`src/rtl/imem_pkg.sv`:
```
// Shared types and default sizing for the instruction-memory arbiter.
package imem_pkg;

   // Records which requester held the memory port in the previous cycle.
   typedef enum logic [1:0] {
      ARB_IDLE  = 2'd0,
      ARB_FETCH = 2'd1,
      ARB_LOAD  = 2'd2
   } arb_owner_t;

   localparam int IMEM_INSTR_WIDTH  = 32;
   localparam int IMEM_DEPTH        = 32;
   localparam int IMEM_MAX_LD_BURST = 4;

   // Word-index width for a memory of the given depth (at least one bit).
   function automatic int idx_width(input int depth);
      return (depth > 1) ? $clog2(depth) : 1;
   endfunction

   // Byte-address width: word index plus the two byte-offset bits.
   function automatic int addr_width(input int depth);
      return idx_width(depth) + 2;
   endfunction

endpackage

```
`src/rtl/imem_arbiter_if.sv`:
```
// Bus bundle between the fetch stage, the program loader, the memory array
// and the arbiter. The slave modport is the arbiter's view; master is the
// surrounding environment (requesters and memory).
//
// Handshake: a requester raises i_*_req with a stable address (and data)
// and holds them until the matching o_*_gnt is seen high in the same cycle;
// a grant means the access happened at the following rising edge. Fetch
// data arrives with o_if_rvalid exactly one cycle after o_if_gnt.
interface imem_arbiter_if
   import imem_pkg::*;
#(
   parameter int INSTR_WIDTH     = IMEM_INSTR_WIDTH,
   parameter int INSTR_MEM_DEPTH = IMEM_DEPTH
) ();

   localparam int ADDR_WIDTH = addr_width(INSTR_MEM_DEPTH);
   localparam int IDX_WIDTH  = idx_width(INSTR_MEM_DEPTH);

   // fetch side
   logic                   i_if_req;
   logic [ADDR_WIDTH-1:0]  i_if_addr;
   logic                   o_if_gnt;
   logic                   o_if_rvalid;
   logic [INSTR_WIDTH-1:0] o_if_rdata;
   // loader side
   logic                   i_ld_req;
   logic [ADDR_WIDTH-1:0]  i_ld_addr;
   logic [INSTR_WIDTH-1:0] i_ld_wdata;
   logic                   o_ld_gnt;
   // memory side
   logic                   o_mem_en;
   logic                   o_mem_we;
   logic [IDX_WIDTH-1:0]   o_mem_idx;
   logic [INSTR_WIDTH-1:0] o_mem_wdata;
   logic [INSTR_WIDTH-1:0] i_mem_rdata;
   // alignment error pulse
   logic                   o_misalign;

   modport slave (
      input  i_if_req, i_if_addr, i_ld_req, i_ld_addr, i_ld_wdata, i_mem_rdata,
      output o_if_gnt, o_if_rvalid, o_if_rdata, o_ld_gnt,
             o_mem_en, o_mem_we, o_mem_idx, o_mem_wdata, o_misalign
   );

   modport master (
      output i_if_req, i_if_addr, i_ld_req, i_ld_addr, i_ld_wdata, i_mem_rdata,
      input  o_if_gnt, o_if_rvalid, o_if_rdata, o_ld_gnt,
             o_mem_en, o_mem_we, o_mem_idx, o_mem_wdata, o_misalign
   );

endinterface

```
`src/rtl/imem_arbiter.sv`:
```
// Single-port instruction memory arbiter: fetch reads vs. loader writes.
// The loader wins contention until it has held the port for MAX_LD_BURST
// consecutive cycles, then fetch gets one slot. Fetch data returns one
// cycle after grant.
// Optional build macro IMEM_ARB_ALIGN_CHECK_EN: requests with a nonzero
// byte offset are refused and flagged on o_misalign one cycle later.
module imem_arbiter
   import imem_pkg::*;
#(
   parameter int  INSTR_WIDTH     = IMEM_INSTR_WIDTH,
   parameter int  INSTR_MEM_DEPTH = IMEM_DEPTH,
   parameter int  MAX_LD_BURST    = IMEM_MAX_LD_BURST,
   localparam int ADDR_WIDTH      = addr_width(INSTR_MEM_DEPTH),
   localparam int IDX_WIDTH       = idx_width(INSTR_MEM_DEPTH),
   localparam int CNT_WIDTH       = $clog2(MAX_LD_BURST + 1)
) (
   input  logic                 i_clk,
   input  logic                 i_reset,
   imem_arbiter_if.slave        bus,
   output arb_owner_t           o_dbg_owner,
   output logic [CNT_WIDTH-1:0] o_dbg_ld_cnt
);

   localparam logic [CNT_WIDTH-1:0] MAX_CNT = CNT_WIDTH'(MAX_LD_BURST);

   arb_owner_t           owner_q, owner_d;
   logic [CNT_WIDTH-1:0] ld_cnt_q, ld_cnt_d;
   logic                 if_rvalid_q, if_rvalid_d;
   logic                 misalign_q, misalign_d;

   logic fetch_ok;
   logic load_ok;
   logic if_gnt;
   logic ld_gnt;

`ifdef IMEM_ARB_ALIGN_CHECK_EN
   assign fetch_ok   = bus.i_if_req && (bus.i_if_addr[1:0] == 2'b00);
   assign load_ok    = bus.i_ld_req && (bus.i_ld_addr[1:0] == 2'b00);
   assign misalign_d = (bus.i_if_req && (bus.i_if_addr[1:0] != 2'b00)) ||
                       (bus.i_ld_req && (bus.i_ld_addr[1:0] != 2'b00));
`else
   // Byte offsets are simply dropped: every request maps to its word.
   logic unused_addr_bits;
   assign unused_addr_bits = ^{bus.i_if_addr[1:0], bus.i_ld_addr[1:0]};
   assign fetch_ok   = bus.i_if_req;
   assign load_ok    = bus.i_ld_req;
   assign misalign_d = 1'b0;
`endif

   // State register: last owner, loader burst length, read-valid, misalign.
   always_ff @(posedge i_clk or posedge i_reset) begin
      if (i_reset) begin
         owner_q     <= ARB_IDLE;
         ld_cnt_q    <= '0;
         if_rvalid_q <= 1'b0;
         misalign_q  <= 1'b0;
      end else begin
         owner_q     <= owner_d;
         ld_cnt_q    <= ld_cnt_d;
         if_rvalid_q <= if_rvalid_d;
         misalign_q  <= misalign_d;
      end
   end

   // Next state: follow this cycle's grant; loader bursts saturate.
   always_comb begin
      owner_d     = ARB_IDLE;
      ld_cnt_d    = '0;
      if_rvalid_d = if_gnt;
      if (ld_gnt) begin
         owner_d  = ARB_LOAD;
         ld_cnt_d = (ld_cnt_q == MAX_CNT) ? ld_cnt_q : ld_cnt_q + CNT_WIDTH'(1);
      end else if (if_gnt) begin
         owner_d  = ARB_FETCH;
      end
   end

   // Outputs: grant selection and memory port drive, all quiet in reset.
   always_comb begin
      if_gnt = 1'b0;
      ld_gnt = 1'b0;
      if (!i_reset) begin
         if (load_ok && (!fetch_ok || (ld_cnt_q != MAX_CNT))) begin
            ld_gnt = 1'b1;
         end else if (fetch_ok) begin
            if_gnt = 1'b1;
         end
      end
      bus.o_if_gnt    = if_gnt;
      bus.o_ld_gnt    = ld_gnt;
      bus.o_mem_en    = if_gnt | ld_gnt;
      bus.o_mem_we    = ld_gnt;
      bus.o_mem_idx   = '0;
      if (ld_gnt) begin
         bus.o_mem_idx = bus.i_ld_addr[ADDR_WIDTH-1:2];
      end else if (if_gnt) begin
         bus.o_mem_idx = bus.i_if_addr[ADDR_WIDTH-1:2];
      end
      bus.o_mem_wdata = i_reset ? '0 : bus.i_ld_wdata;
   end

   // Read data is only passed through while a fetch response is due.
   assign bus.o_if_rvalid = if_rvalid_q;
   assign bus.o_if_rdata  = if_rvalid_q ? bus.i_mem_rdata : '0;
   assign bus.o_misalign  = misalign_q;

   assign o_dbg_owner  = owner_q;
   assign o_dbg_ld_cnt = ld_cnt_q;

endmodule
```
`src/flat_wrapper.sv`:
```
// flat-port wrapper written by rule: the top's interface ports become plain ports
module imem_arbiter_flat import imem_pkg::*;
#(
   parameter int  INSTR_WIDTH     = IMEM_INSTR_WIDTH,
   parameter int  INSTR_MEM_DEPTH = IMEM_DEPTH,
   parameter int  MAX_LD_BURST    = IMEM_MAX_LD_BURST,
   localparam int ADDR_WIDTH      = addr_width(INSTR_MEM_DEPTH),
   localparam int IDX_WIDTH       = idx_width(INSTR_MEM_DEPTH),
   localparam int CNT_WIDTH       = $clog2(MAX_LD_BURST + 1)
)
  (i_clk, i_reset, o_dbg_owner, o_dbg_ld_cnt, bus_i_if_req, bus_i_if_addr, bus_i_ld_req, bus_i_ld_addr, bus_i_ld_wdata, bus_i_mem_rdata, bus_o_if_gnt, bus_o_if_rvalid, bus_o_if_rdata, bus_o_ld_gnt, bus_o_mem_en, bus_o_mem_we, bus_o_mem_idx, bus_o_mem_wdata, bus_o_misalign);
  imem_arbiter_if #(.INSTR_WIDTH(INSTR_WIDTH), .INSTR_MEM_DEPTH(INSTR_MEM_DEPTH)) bus_i ();
  input  logic i_clk;
  input  logic i_reset;
  output arb_owner_t o_dbg_owner;
  output logic [CNT_WIDTH-1:0] o_dbg_ld_cnt;
  input wire logic [$bits(bus_i.i_if_req)-1:0] bus_i_if_req;
  input wire logic [$bits(bus_i.i_if_addr)-1:0] bus_i_if_addr;
  input wire logic [$bits(bus_i.i_ld_req)-1:0] bus_i_ld_req;
  input wire logic [$bits(bus_i.i_ld_addr)-1:0] bus_i_ld_addr;
  input wire logic [$bits(bus_i.i_ld_wdata)-1:0] bus_i_ld_wdata;
  input wire logic [$bits(bus_i.i_mem_rdata)-1:0] bus_i_mem_rdata;
  output wire logic [$bits(bus_i.o_if_gnt)-1:0] bus_o_if_gnt;
  output wire logic [$bits(bus_i.o_if_rvalid)-1:0] bus_o_if_rvalid;
  output wire logic [$bits(bus_i.o_if_rdata)-1:0] bus_o_if_rdata;
  output wire logic [$bits(bus_i.o_ld_gnt)-1:0] bus_o_ld_gnt;
  output wire logic [$bits(bus_i.o_mem_en)-1:0] bus_o_mem_en;
  output wire logic [$bits(bus_i.o_mem_we)-1:0] bus_o_mem_we;
  output wire logic [$bits(bus_i.o_mem_idx)-1:0] bus_o_mem_idx;
  output wire logic [$bits(bus_i.o_mem_wdata)-1:0] bus_o_mem_wdata;
  output wire logic [$bits(bus_i.o_misalign)-1:0] bus_o_misalign;
  assign bus_i.i_if_req = bus_i_if_req;
  assign bus_i.i_if_addr = bus_i_if_addr;
  assign bus_i.i_ld_req = bus_i_ld_req;
  assign bus_i.i_ld_addr = bus_i_ld_addr;
  assign bus_i.i_ld_wdata = bus_i_ld_wdata;
  assign bus_i.i_mem_rdata = bus_i_mem_rdata;
  assign bus_o_if_gnt = bus_i.o_if_gnt;
  assign bus_o_if_rvalid = bus_i.o_if_rvalid;
  assign bus_o_if_rdata = bus_i.o_if_rdata;
  assign bus_o_ld_gnt = bus_i.o_ld_gnt;
  assign bus_o_mem_en = bus_i.o_mem_en;
  assign bus_o_mem_we = bus_i.o_mem_we;
  assign bus_o_mem_idx = bus_i.o_mem_idx;
  assign bus_o_mem_wdata = bus_i.o_mem_wdata;
  assign bus_o_misalign = bus_i.o_misalign;
  imem_arbiter #(.INSTR_WIDTH(INSTR_WIDTH), .INSTR_MEM_DEPTH(INSTR_MEM_DEPTH), .MAX_LD_BURST(MAX_LD_BURST)) u_core (.i_clk(i_clk), .i_reset(i_reset), .bus(bus_i), .o_dbg_owner(o_dbg_owner), .o_dbg_ld_cnt(o_dbg_ld_cnt));
endmodule
```
`config.mk`:
```
export PLATFORM = sky130hd
export DESIGN_NAME = imem_arbiter_flat
export DESIGN_NICKNAME = d
export VERILOG_FILES = /design/src/rtl/imem_pkg.sv /design/src/rtl/imem_arbiter_if.sv /design/src/rtl/imem_arbiter.sv /design/src/flat_wrapper.sv
export SDC_FILE = /design/constraint.sdc
export NUM_CORES = 1
export LEC_CHECK = 0
export BUFFER_PORTS_ARGS = -buffer_cell sky130_fd_sc_hd__buf_4
export CORE_AREA = 2 2 63 65
export CTS_BUF_LIST = sky130_fd_sc_hd__clkbuf_4
export CTS_CLUSTER_SIZE = 16
export DETAILED_ROUTE_END_ITERATION = 8
export DIE_AREA = 0 0 65 67
export HOLD_SLACK_MARGIN = 0.02
export PLACE_DENSITY = 0.73
export SLEW_MARGIN = 30
export SYNTH_ARGS = -nofsm -noshare
export SYNTH_HDL_FRONTEND = slang
export SYNTH_SLANG_ARGS = --single-unit
export TNS_END_PERCENT = 1
```
`constraint.sdc`:
```
create_clock -name i_clk -period 2.5 [get_ports i_clk]
set_clock_uncertainty 0.2 [all_clocks]
set_input_delay 0.125 -clock i_clk [delete_from_list [all_inputs] [get_ports i_clk]]
set_output_delay 0.125 -clock i_clk [all_outputs]
set_load 0.05 [all_outputs]
```
After elaboration in Yosys (flattened, before gate mapping)

Cells that the tools add are included.

Memories kept: 0
Bits in read-only memories: 0
Input bits: 82
Memory bits (writable): 0
Bits in latches: 0
Output and inout bits: 80
Register bits after elaboration: 6
Logic and storage cells: 24

Equality and inequality tests: 3
$lt $le $gt $ge: 0
Divide/modulo/power cells: 0
Shift-type cells: 0
Bitwise operators: 1
Muxes and demuxes: 13
Multiply operators: 0
Reduce and logical (&&, ||, !) cells: 3
$add $sub $neg: 1

Operators by type and width:

| kind                                                           | number |
|---|---|
| 32-bit two-way mux                                             | 2 |
| 5-bit two-way mux                                              | 2 |
| 1-bit two-way mux                                              | 6 |
| 3-bit two-way mux                                              | 2 |
| 3-bit by 1-bit adder with 3-bit output (second input constant) | 1 |
| 3-bit equality test (second input constant)                    | 1 |
| 3-bit inequality test (second input constant)                  | 1 |
| 2-bit two-way mux                                              | 1 |
| 2-bit inequality test (second input constant)                  | 1 |
| 1-bit logical AND                                              | 1 |
| 1-bit logical NOT                                              | 1 |
| 1-bit logical OR                                               | 1 |
| 1-bit OR                                                       | 1 |

Depth between registers and ports, before layout

Gate-level depths: netlist of run 1.

Word-level depth: 7
Mapped depth: 6
Depth with buffers taken out: 5

Worst setup path before layout of run 1

Ideal clock, no wire load.

Kind: register -> output
Start: register u_core.ld_cnt_q[0], in the netlist u_core.o_dbg_ld_cnt[0]
End: output port bus_o_mem_idx[0]
Buffers on the path: 0
Path slack: 0.140 ns
Arrival time: 2.035 ns
Cell stages (with the launch flop): 6
Required time: 2.175 ns
Cell sequence: dfrtp_1 -> inv_1 -> ha_1 -> nand2_1 -> a21oi_4 -> a22o_1

Word-level cells in the longest chain between the ends: 7
Elaborated cells between the ends (all ways): 9
Those cells by class: 1 x eq/ne; 6 x mux; 2 x reduce/logical

RTL lines:

| element                | RTL line           | text |
|---|---|---|
| from (decl)            | imem_arbiter.sv:27 | `logic [CNT_WIDTH-1:0] ld_cnt_q, ld_cnt_d;` |
| from (signal assigned) | imem_arbiter.sv:59 | `ld_cnt_q <= ld_cnt_d;` |
| 3-bit inequality test  | imem_arbiter.sv:83 | `if (load_ok && (!fetch_ok \|\| (ld_cnt_q != MAX_CNT))) begin` |
| 1-bit logical OR       | imem_arbiter.sv:83 |  |
| 1-bit logical AND      | imem_arbiter.sv:83 |  |
| 1-bit two-way mux      | imem_arbiter.sv:83 |  |
| 1-bit two-way mux      | imem_arbiter.sv:82 | `if (!i_reset) begin` |
| via bus_o_if_gnt       | flat_wrapper.sv:23 | `output wire logic [$bits(bus_i.o_if_gnt)-1:0] bus_o_if_gnt;` |
| 5-bit two-way mux      | imem_arbiter.sv:96 | `end else if (if_gnt) begin` |
| 5-bit two-way mux      | imem_arbiter.sv:94 | `if (ld_gnt) begin` |
| to (decl)              | flat_wrapper.sv:29 | `output wire logic [$bits(bus_i.o_mem_idx)-1:0] bus_o_mem_idx;` |

The timed path passes the listed nets, and every way through them passes these cells.

Worst setup path in the final report of run 1

Start: register u_core.ld_cnt_q[0], in the netlist u_core.o_dbg_ld_cnt[0]
End: output port bus_o_mem_idx[2]

Word-level cells in the longest chain between the ends: 7
Elaborated cells between the ends (all ways): 9
Those cells by class: 1 x eq/ne; 6 x mux; 2 x reduce/logical

RTL lines:

| element                 | RTL line |
|---|---|
| 3-bit inequality test * | imem_arbiter.sv:83 |
| 1-bit logical OR *      | imem_arbiter.sv:83 |
| 1-bit logical AND *     | imem_arbiter.sv:83 |
| 1-bit two-way mux       | imem_arbiter.sv:83 |
| 1-bit two-way mux       | imem_arbiter.sv:82 |
| 5-bit two-way mux       | imem_arbiter.sv:96 |
| 5-bit two-way mux *     | imem_arbiter.sv:94 |

Mark *: on every way between the ends. The rest lies on a longest branch, timed or not.

==> impl_summary.log, run 1 <==
[metrics] Port-buffer cells: ~160
[metrics] initial antenna violation count: 0
[metrics] syn nets: about 190
[metrics] maximum VDD drop: ~0.14 mV
[metrics] fin crit period: ~2100 ps
[metrics] worst setup path startpoint: u_core.o_dbg_ld_cnt[0]
[metrics] vias in the first global route: ~1200
[metrics] number of standard cells after synthesis: roughly 110
[metrics] count of routing violations after the opening detailed-route iteration: 20
[metrics] worst skew pair latency: ~240 ps
[metrics] post-synth cell types: 23
[metrics] Yosys warning count: 0
[metrics] actual slew at the worst max-slew pin: between 600 and 700 ps
[metrics] Placed Cells: 300
[metrics] cell at the root of the clock tree: sky130_fd_sc_hd__clkbuf_4
[metrics] final worst slack: between 300 and 400 ps
[metrics] crit-path cells: inv_1, ha_1, nand2_1, a21oi_4, a22o_1, buf_4
[metrics] Floorplan Core Area: about 3600 µm²
[metrics] residual antenna-violating net count after detailed routing: 0
[metrics] Std-Cell Rows: 22
[metrics] Synth Area in Adders: 3.16%
[metrics] proportion of synthesized chip area in sequential cells: between 10% and 20%
[metrics] worst-path cell with the longest stage delay: sky130_fd_sc_hd__dfrtp_1
[metrics] last weighted congestion value of the routability-driven placer: slightly above 0.7
[metrics] cell types with the largest area share after synthesis: sky130_fd_sc_hd__and2_1 (26%), sky130_fd_sc_hd__nor2b_1 (23%), sky130_fd_sc_hd__dfrtp_1 (19%)
[metrics] kind of start point of the critical path: flop
[metrics] total leakage power: 1.14 nW
[metrics] post-detail-place hpwl: 3000 µm
[metrics] simple-gate portion of the synthesized area: 58.2%
[metrics] required time of the critical path: 2170 ps
[metrics] Maximum Capacitance Violations: 0
[metrics] maximum single-stage delay on the critical path: about 400 ps
[metrics] share of post-route cells with drive strength above 1: a little over three fifths
[metrics] xor and xnor area share after synthesis: 1.11%
[metrics] WL per Instance: 11.6 µm
[metrics] combined global-route utilization of all metal layers: between 10% and 20%
[metrics] Total Routed Length: 3530 µm
[metrics] class of the most critical hold timing path: in -> reg
[metrics] total standard cell area after synthesis: roughly 790 µm²
[metrics] area enclosed by the die boundary: between 4000 and 5000 µm²
[metrics] syn avg cell area: ~7.5 µm²
[metrics] average vias per placed instance: just over 4
[metrics] clock transition at the registers of the reported paths: roughly 50 ps
[metrics] Max Transition Viols Final: 0
[metrics] Yosys top cell area share: a little over a quarter
[metrics] CP Data Arrival Time: approximately 1800 ps
[metrics] outcome: complete, no violations
[metrics] worst setup path class: reg -> out
[metrics] worst relative slew slack: approximately 56%
[metrics] clock tree from TritonCTS: built
[metrics] fraction of synthesized area in multiplexers: 0%
[metrics] dominant combinational cell family by area after synthesis: simple AND/OR/NAND/NOR gates
[metrics] remaining design rule violation count: 0
[metrics] fin nets: between 300 and 400
[metrics] Antenna Diode Count: 0
[metrics] reg-to-reg setup timing slack: between 900 and 1000 ps
[metrics] flip-flop and latch count after synthesis: 6
[metrics] post-CTS setup buffer count: 0
[metrics] endpoint of the most critical setup path: bus_o_mem_idx[2]
[metrics] timing-limited maximum frequency: approximately 470 MHz
[metrics] share of the clock period used by the worst path: 84.6%
[metrics] crit-path max FO: 7
[metrics] Die Y: ~67 µm
[metrics] pwr/cell area: approximately 310 nW/µm²
[metrics] I/O pins: around 160
[metrics] dominant cell type by area after synthesis: sky130_fd_sc_hd__and2_1
[metrics] width of the die: about 65 µm
[metrics] area fraction in compound gates after synthesis: 10.4%
[metrics] FF-to-FF path depth: 5
[metrics] clock buffer count from CTS: 3
[metrics] worst setup timing slack at the placement stage: between 600 and 700 ps
[metrics] iteration count of the initial detailed-routing pass: 3
[metrics] Total Negative Setup Slacks: 0 ps
[metrics] total number of H-tree levels: 1
[metrics] number of clock sinks: 6
[metrics] Via Count: 1261
[metrics] count of endpoints failing setup in the final report: 0
[metrics] r2r startpoint: u_core.o_dbg_ld_cnt[0]
[metrics] endpoints failing hold: 0
[metrics] setup repair after global routing missed its margin: false
[metrics] reg-to-reg endpoint: u_core.o_dbg_ld_cnt[1]
[metrics] initial standard-cell utilization of the core: 21.9%
[metrics] wire length of the first global-routing pass: 5170 µm
[metrics] maximum number of pins on one net before global-route repair: 36
[metrics] total gr overflow: 0
[metrics] buffer levels on the longest clock path: 2
[metrics] critical path capture point type: output port
[metrics] Area growth syn-to-layout: 155%
[metrics] Non-Filler Instances: a little over 300
[metrics] number of fill cells: between 300 and 400
-- logic make-up after synthesis --
group	after synthesis
AOI/OAI and AO/OA	9
xor gates and xnor gates	1
adders and majority gates	2
buffers and inverters	12
DFF	6
other	1
and+or+nand+nor	74
-- power breakdown --
| group | total [W] | internal, W | switching (W) |
|---|---|---|---|
| clock network | 0.0000873 | 0.0000542 | 0.0000331 |
| logic | 0.000426 | 0.000171 | 0.000254 |
| registers | 0.000107 | 0.000101 | 0.00000563 |
-- state kept, by name (all words and copies together), names as in the netlist --
signal and cells:
u_core.bus.o_if_rvalid 1, u_core.o_dbg_owner 2, u_core.o_dbg_ld_cnt 3
-- critical path: cells and delay by family (launching register included) --
family                   cells  cell delay [ps]
buffers and inverters        2              300
flip-flops                   1              400
AO/OA/AOI/OAI                2              460
AND/OR/NAND/NOR              1              170
adder cells (fa/ha/maj)      1              220
-- cell type report --
type	count	area, µm²	area share [%]
Clock buffer	3	22.5	1.12
Inverter	3	11.3	0.559
Multi-Input combinational cell	87	581	28.8
Timing Repair Buffer	158	1190	59.1
Sequential cell	6	150	7.45
Tap cell	48	60.1	2.98
-- layout by cell type (no fill, tap or decap) --
cell	synthesis	routed
sky130_fd_sc_hd__nand3_1	2	2
sky130_fd_sc_hd__ha_1	2	2
sky130_fd_sc_hd__inv_1	2	2
sky130_fd_sc_hd__and3_4	1	1
sky130_fd_sc_hd__clkbuf_4	0	3
sky130_fd_sc_hd__dlygate4sd3_1	0	2
sky130_fd_sc_hd__a21oi_4	1	1
sky130_fd_sc_hd__nand2_1	2	2
sky130_fd_sc_hd__and2_1	33	33
sky130_fd_sc_hd__nand2b_1	1	1
sky130_fd_sc_hd__xnor2_1	1	1
sky130_fd_sc_hd__nor2b_1	29	29
sky130_fd_sc_hd__o211a_1	1	1
sky130_fd_sc_hd__a21oi_1	1	1
sky130_fd_sc_hd__nor2_1	2	2
sky130_fd_sc_hd__inv_2	1	1
sky130_fd_sc_hd__nand3b_1	1	1
sky130_fd_sc_hd__and2b_1	3	3
sky130_fd_sc_hd__dfrtp_1	6	6
sky130_fd_sc_hd__a21boi_1	1	1
sky130_fd_sc_hd__buf_4	2	156
sky130_fd_sc_hd__conb_1	1	1
sky130_fd_sc_hd__a22o_1	5	5
-- Yosys cell counts, drive strengths merged --
library cell	n
dfrtp	6
nor2	2
and2	33
nand3b	1
inv	3
nand2b	1
nand2	2
a21oi	2
buf	3
and2b	3
a22o	5
ha	2
nand3	2
a21boi	1
clkbuf	6
conb	1
and3	1
xnor2	1
nor2b	29
o211a	1
-- timing repair --
item | in CTS | in global routing
resized for setup | 0 | 0
endpoints found under the hold margin | 8 | 0
hold buffers | 2 | 0
-- per-layer routing --
metal / part of all wire [%] / global-route usage [%]
met1: 29 / 14.0
met2: 56 / 30.9
met3: 14 / 4.22
met4: 0.77 / 5.59
met5: 0 / 0
-- stage by stage --
stage	hold WS, ps	area [µm²]	utilization (%)	power, W
finish	36.1	2020	55.9	0.000620
global route	54.0	2020	55.9	0.000656
CTS	25.8	2020	55.9	0.000630
detailed placement	-4.85	1970	54.7	0.000535
global placement	-9.94	1970	54.7	0.000532
floorplan	-312	791	-	0.000358
-- worst min path at each step --
| stage | from | to | slack [ps] | cells past startpoint |
|---|---|---|---|---|
| 6_report | bus_i_if_req | u_core.o_dbg_owner[0] | 40 | 3 |
| 5_1_grt | bus_i_if_req | u_core.o_dbg_owner[0] | 50 | 3 |
| 4_1_cts | bus_i_if_req | u_core.o_dbg_owner[0] | 30 | 3 |
| 3_5_place_dp | i_reset | u_core.o_dbg_ld_cnt[1] | -5 | 2 |
| 3_3_place_gp | i_reset | u_core.o_dbg_ld_cnt[2] | -10 | 2 |
| 2_1_floorplan | i_reset | u_core.bus.o_if_rvalid | -310 | 1 |
Power figures use the tool's default switching activity.
==> run 2, diff against run 1 <==
clock period = 2.1 ns   (was 2.5 ns; I/O delays follow)
==> run 2 against run 1 <==
Compared with the run above:
- non-clock buffer count rose by 2
- largest cell class unchanged
- wire length is essentially flat
- die area unchanged
==> impl_summary.log, run 2 (same netlist as run 1, synthesis figures left out) <==
[metrics] buffer levels on the longest clock path: 2 (unchanged)
[metrics] maximum number of pins on one net before global-route repair: 36 (unchanged)
[metrics] crit-path max FO: 11 (+4)
[metrics] worst-path cell with the longest stage delay: sky130_fd_sc_hd__dfrtp_1
[metrics] WL per Instance: 11.5 µm (-0.68%)
[metrics] Std-Cell Rows: 22 (unchanged)
[metrics] clock transition at the registers of the reported paths: 40 ps (about the same)
[metrics] post-CTS setup buffer count: 0 (unchanged)
[metrics] area enclosed by the die boundary: 4360 µm² (unchanged)
[metrics] remaining design rule violation count: 0 (unchanged)
[metrics] cell at the root of the clock tree: sky130_fd_sc_hd__clkbuf_4
[metrics] multi-input logic area: 592 µm² (+1.9%)
[metrics] crit-path cells: inv_1, ha_2, nand3_1, and3_4, a22o_2, buf_4
[metrics] number of clock sinks: 6 (unchanged)
[metrics] FF-to-FF path depth: 5 (unchanged)
[metrics] sequential cell area: 150 µm² (unchanged)
[metrics] class of the most critical hold timing path: in -> reg
[metrics] critical path capture point type: output port
[metrics] Worst Hold Depth: 3 (unchanged)
[metrics] Placed Cells: 301 (+0.33%)
[metrics] count of endpoints failing setup in the final report: 0 (unchanged)
[metrics] worst skew pair latency: 240 ps (about the same)
[metrics] maximum VDD drop: 0.203 mV (+43%)
[metrics] clock tree from TritonCTS: built
[metrics] Total Routed Length: 3520 µm (about the same)
[metrics] Max Transition Viols Final: 0 (unchanged)
[metrics] maximum single-stage delay on the critical path: 390 ps (about the same)
[metrics] initial standard-cell utilization of the core: 21.9% (unchanged)
[metrics] vias in the first global route: 1065 (-10%)
[metrics] outcome: complete, no violations
[metrics] Floorplan Core Area: 3610 µm² (unchanged)
[metrics] wire length of the first global-routing pass: 4770 µm (-7.8%)
[metrics] Area growth syn-to-layout: 159%
[metrics] Port-buffer cells: 156 (unchanged)
[metrics] required time of the critical path: 1790 ps (-380 ps)
[metrics] Via Count: 1251 (-0.79%)
[metrics] I/O pins: 162 (unchanged)
[metrics] Non-Filler Instances: 307 (+0.66%)
[metrics] fin crit period: slightly above 2000 ps
[metrics] post-detail-place hpwl: 3020 µm (+0.74%)
[metrics] total number of H-tree levels: 1 (unchanged)
[metrics] pwr/cell area: 362 nW/µm² (+18%)
[metrics] timing-limited maximum frequency: a little under 500 MHz
[metrics] CP Data Arrival Time: 1710 ps (-80 ps)
[metrics] flip-flop count of the largest register, all copies and words added: 3 (unchanged)
[metrics] clock buffer count from CTS: 3 (unchanged)
[metrics] Antenna Diode Count: 0 (unchanged)
[metrics] average vias per placed instance: 4.07 (-1.4%)
[metrics] total leakage power: 1.16 nW (+1.3%)
[metrics] share of post-route cells with drive strength above 1: 65.6% (+2.6 points)
[metrics] kind of start point of the critical path: flop
[metrics] iteration count of the initial detailed-routing pass: 2 (-1)
[metrics] total gr overflow: 0 (unchanged)
[metrics] number of fill cells: 351 (-1.4%)
[metrics] residual antenna-violating net count after detailed routing: 0 (unchanged)
[metrics] combined global-route utilization of all metal layers: 14.3% (-0.83 points)
[metrics] commonest non-fill, non-tap cells in the layout: sky130_fd_sc_hd__buf_4 (156), sky130_fd_sc_hd__and2_1 (33), sky130_fd_sc_hd__nor2b_1 (29), sky130_fd_sc_hd__dfrtp_1 (6), sky130_fd_sc_hd__a22o_2 (5)
[metrics] width of the die: 65 µm (unchanged)
[metrics] Maximum Capacitance Violations: 0 (unchanged)
[metrics] area of all placed cells without fillers: 2050 µm² (+1.6%)
[metrics] post-place instance area: 1990 µm² (+0.70%)
[metrics] last weighted congestion value of the routability-driven placer: 0.809 (+14%)
[metrics] Die Y: 67 µm (unchanged)
[metrics] endpoints failing hold: 0 (unchanged)
[metrics] most common cell after layout, fill and taps aside: sky130_fd_sc_hd__buf_4
[metrics] count of routing violations after the opening detailed-route iteration: 31 (+55%)
[metrics] fin nets: 345 (+0.58%)
[metrics] post-layout utilization of the core: 56.8% (+0.90 points)
[metrics] worst setup path class: reg -> out
[metrics] initial antenna violation count: 0 (unchanged)
[metrics] share of the clock period used by the worst path: 95.8%
## run 2: final cells by class
type                            count  share of cell area (%)
Clock buffer                        3                    1.10
Inverter                            3                   0.550
Multi-Input combinational cell     87                    28.9
Sequential cell                     6                    7.33
Tap cell                           48                    2.93
Timing Repair Buffer              160                    59.2
## run 2: per-layer routing
| metal | vias to the layer above | track usage, % | wire length [µm] |
|---|---|---|---|
| li1 | 631 | - | - |
| met1 | 518 | 14.6 | 1150 |
| met2 | 98 | 26.7 | 1820 |
| met3 | 4 | 4.39 | 513 |
| met4 | 0 | 6.38 | 42 |
| met5 | - | 0 | 0 |
## run 2: worst max-delay path, delay by kind of cell (launching register included)
kind | cells | cell delay, ps
DFF | 1 | 390
and+or+nand+nor | 2 | 320
AOI/OAI and AO/OA | 1 | 260
adders and majority gates | 1 | 210
buffers and inverters | 2 | 280
## run 2: final timing paths
path	startpoint	endpoint	slack, ps
worst min-delay path	bus_i_if_req	u_core.bus.o_if_rvalid	30
worst max register to register	u_core.o_dbg_ld_cnt[0]	u_core.o_dbg_owner[0]	280
max in group asynchronous	i_reset	u_core.o_dbg_owner[1]	1190
min in group asynchronous	i_reset	u_core.o_dbg_ld_cnt[1]	300
worst min register to register	u_core.o_dbg_ld_cnt[1]	u_core.o_dbg_ld_cnt[1]	400
worst max-delay path	u_core.o_dbg_ld_cnt[0]	bus_o_mem_idx[4]	90
## run 2: where the power goes
part / internal (W) / total, W / leakage, nW / switching, W
clock network: 0.0000644 / 0.000103 / 0.0138 / 0.0000389
registers: 0.000120 / 0.000123 / 0.0806 / 0.00000230
logic: 0.000208 / 0.000515 / 1.06 / 0.000307
## run 2: timing repair
action | in CTS | in global routing
gates resized for setup | 0 | 3
hold buffers | 3 | 0
endpoints found under the hold margin | 8 | 0
endpoints found under the setup margin | 0 | 5
## run 2: stage by stage
stage | hold slack (ps) | setup slack [ps] | power [W] | setup TNS (ps)
finish | 34.4 | 88.9 | 0.000741 | 0
global placement | -34.9 | 337 | 0.000636 | 0
global route | 61.8 | -0.331 | 0.000772 | -0.331
CTS | 29.3 | 45.7 | 0.000749 | 0
floorplan | -332 | -103 | 0.000428 | -513
detailed placement | -34.0 | 320 | 0.000638 | 0
==> run 3, diff against run 2 <==
BUFFER_PORTS_ARGS = -buffer_cell sky130_fd_sc_hd__buf_2   (was -buffer_cell sky130_fd_sc_hd__buf_4)
HOLD_SLACK_MARGIN = default   (was 0.02)
==> run 3 against run 2 <==
Compared with the run above:
- via count stayed put
- clock-buffer cell count stayed put
- sequential share of layout area is 1.6 points higher
- sequential cell count stayed put
- non-clock buffer count is 1 lower
- first-iteration DRC count is 81% lower
- global-route usage is 0.71 points lower
- worst hold slack worse by 17 ps
- clock power is 6% higher
- critical path type unchanged
- largest cell class unchanged
==> impl_summary.log, run 3 (same netlist as run 1, synthesis figures left out) <==
[metrics] Area growth syn-to-layout: 112%
[metrics] clock buffer count from CTS: 3 (unchanged)
[metrics] Std-Cell Rows: 22 (unchanged)
[metrics] worst path bufs/invs: 2 (unchanged)
[metrics] width of the die: 65 µm (unchanged)
[metrics] crit-path cells: inv_1, ha_4, nand3_1, and3_4, a22o_2, buf_4
[metrics] maximum number of pins on one net before global-route repair: 34 (-5.6%)
[metrics] iteration count of the initial detailed-routing pass: 3 (+1)
[metrics] setup repair after global routing missed its margin: false
[metrics] pwr/cell area: 402 nW/µm² (+11%)
[metrics] worst setup path class: reg -> out
[metrics] total number of H-tree levels: 1 (unchanged)
[metrics] share of the clock period used by the worst path: 93.5% (-2.3 points)
[metrics] fin nets: 344 (-0.29%)
[metrics] Total Routed Length: 3310 µm (-6.1%)
[metrics] crit-path max FO: 11 (unchanged)
[metrics] initial standard-cell utilization of the core: 21.9% (unchanged)
[metrics] critical path capture point type: output port
[metrics] Via Count: 1251 (unchanged)
[metrics] timing-limited maximum frequency: 509 MHz (+2.4%)
[metrics] most common cell after layout, fill and taps aside: sky130_fd_sc_hd__buf_2
[metrics] remaining design rule violation count: 0 (unchanged)
[metrics] share of post-route cells with drive strength above 1: 66.3% (+0.64 points)
[metrics] class of the most critical hold timing path: in -> reg
[metrics] average vias per placed instance: 4.09 (+0.33%)
[metrics] Maximum Capacitance Violations: 0 (unchanged)
[metrics] clock tree from TritonCTS: built
[metrics] wire length of the first global-routing pass: 4540 µm (-4.8%)
[metrics] count of endpoints failing setup in the final report: 0 (unchanged)
[metrics] Die Y: 67 µm (unchanged)
[metrics] worst-path cell with the longest stage delay: sky130_fd_sc_hd__dfrtp_1
[metrics] CP Data Arrival Time: 1660 ps (-50 ps)
[metrics] total leakage power: 1.07 nW (-7.2%)
[metrics] Total Negative Setup Slacks: 0 ps (unchanged)
[metrics] post-detail-place hpwl: 2870 µm (-5.0%)
[metrics] worst relative slew slack: 58.7%
[metrics] kind of start point of the critical path: flop
[metrics] required time of the critical path: 1790 ps (about the same)
[metrics] Antenna Diode Count: 0 (unchanged)
[metrics] Max Transition Viols Final: 0 (unchanged)
[metrics] fin crit period: 1960 ps (-47.6 ps)
[metrics] count of routing violations after the opening detailed-route iteration: 6 (-81%)
[metrics] maximum VDD drop: 0.214 mV (+5.4%)
[metrics] post-CTS setup buffer count: 0 (unchanged)
[metrics] kind of cell adding the most delay to the critical path: flip-flops
[metrics] commonest non-fill, non-tap cells in the layout: sky130_fd_sc_hd__buf_2 (151), sky130_fd_sc_hd__and2_1 (33), sky130_fd_sc_hd__nor2b_1 (29), sky130_fd_sc_hd__dfrtp_1 (6), sky130_fd_sc_hd__a22o_2 (5)
[metrics] last weighted congestion value of the routability-driven placer: 0.794 (-1.8%)
[metrics] cell at the root of the clock tree: sky130_fd_sc_hd__clkbuf_4
[metrics] area enclosed by the die boundary: 4360 µm² (unchanged)
[metrics] maximum single-stage delay on the critical path: 400 ps (about the same)
[metrics] residual antenna-violating net count after detailed routing: 0 (unchanged)
[metrics] number of clock sinks: 6 (unchanged)
[metrics] clock transition at the registers of the reported paths: 50 ps (about the same)
[metrics] final worst slack: 137 ps (+47.6 ps)
[metrics] vias in the first global route: 1015 (-4.7%)
[metrics] Worst Hold Slack: 17.6 ps (-16.8 ps)
[metrics] flip-flop count of the largest register, all copies and words added: 3 (unchanged)
[metrics] buffer levels on the longest clock path: 2 (unchanged)
[metrics] actual slew at the worst max-slew pin: 620 ps
[metrics] combined global-route utilization of all metal layers: 13.6% (-0.71 points)
[metrics] worst setup timing slack at the placement stage: 233 ps (-86.7 ps)
[metrics] I/O pins: 162 (unchanged)
[metrics] initial antenna violation count: 0 (unchanged)
[metrics] outcome: complete, no violations
[metrics] total gr overflow: 0 (unchanged)
[metrics] Port-buffer cells: 156 (unchanged)
[metrics] endpoints failing hold: 0 (unchanged)
[metrics] worst skew pair latency: 250 ps (about the same)
[metrics] WL per Instance: 10.8 µm (-5.8%)
[metrics] Floorplan Core Area: 3610 µm² (unchanged)
run 3: cell types whose count changed in the layout (fill, tap and decap cells not counted):
cell                            change
sky130_fd_sc_hd__buf_6              +2
sky130_fd_sc_hd__inv_1              -1
sky130_fd_sc_hd__ha_4               +1
sky130_fd_sc_hd__dlygate4sd3_1      -1
sky130_fd_sc_hd__inv_2              +1
sky130_fd_sc_hd__buf_2            +151
sky130_fd_sc_hd__ha_2               -1
sky130_fd_sc_hd__buf_4            -153
run 3: routing by layer:
metal  global-route usage (%)  share of wire (%)  vias to the layer above
li1                         -                  -                      630
met1                     14.1                 35                      517
met2                     25.9                 50                      100
met3                     3.89                 14                        4
met4                     4.79                1.1                        0
met5                        0                  0                        -
run 3: final timing paths:
check	start	to	slack [ps]	depth (start not counted)
hold reg to reg	u_core.o_dbg_ld_cnt[1]	u_core.o_dbg_ld_cnt[1]	380	2
hold / removal	bus_i_if_req	u_core.o_dbg_owner[0]	20	3
max in group asynchronous	i_reset	u_core.bus.o_if_rvalid	1450	3
setup / recovery	u_core.o_dbg_ld_cnt[1]	bus_o_mem_idx[0]	140	6
min in group asynchronous	i_reset	u_core.o_dbg_owner[1]	100	3
setup reg to reg	u_core.o_dbg_ld_cnt[1]	u_core.o_dbg_ld_cnt[2]	680	5
run 3: timing repair:
action	4_1_cts	5_1_grt
gates resized for setup	5	7
hold buffers	2	0
pin swaps	0	1
hold endpoints to repair	8	0
endpoints found under the setup margin	5	6
run 3: final cells by class:
cell class,instances,area (µm²)
timing repair buffer,159,832
sequential,6,150
clock buffer,3,22.5
multi-input combinational,87,602
fill,374,1930
tap,48,60.1
inverter,3,11.3
run 3: tightest hold or removal path, stage by stage:
cell                       delay [ps]
sky130_fd_sc_hd__buf_2            110
sky130_fd_sc_hd__nand2b_1         120
sky130_fd_sc_hd__a21oi_1           70
run 3: metrics by stage:
step | total power, W | instances | instance area [µm²] | utilization, %
final | 0.000674 | 306 | 1680 | 46.5
after global routing | 0.000708 | 306 | 1680 | 46.5
after CTS | 0.000676 | 306 | 1650 | 45.8
after detailed placement | 0.000558 | 301 | 1600 | 44.3
after global placement | 0.000556 | 301 | 1600 | 44.3
after floorplan | 0.000428 | 105 | 797 | -
run 3: report_power, final:
part           internal [W]  total (W)  switching (W)
clock             0.0000648   0.000109      0.0000438
combinational      0.000138   0.000439       0.000301
sequential         0.000120   0.000127     0.00000649
total              0.000323   0.000674       0.000352
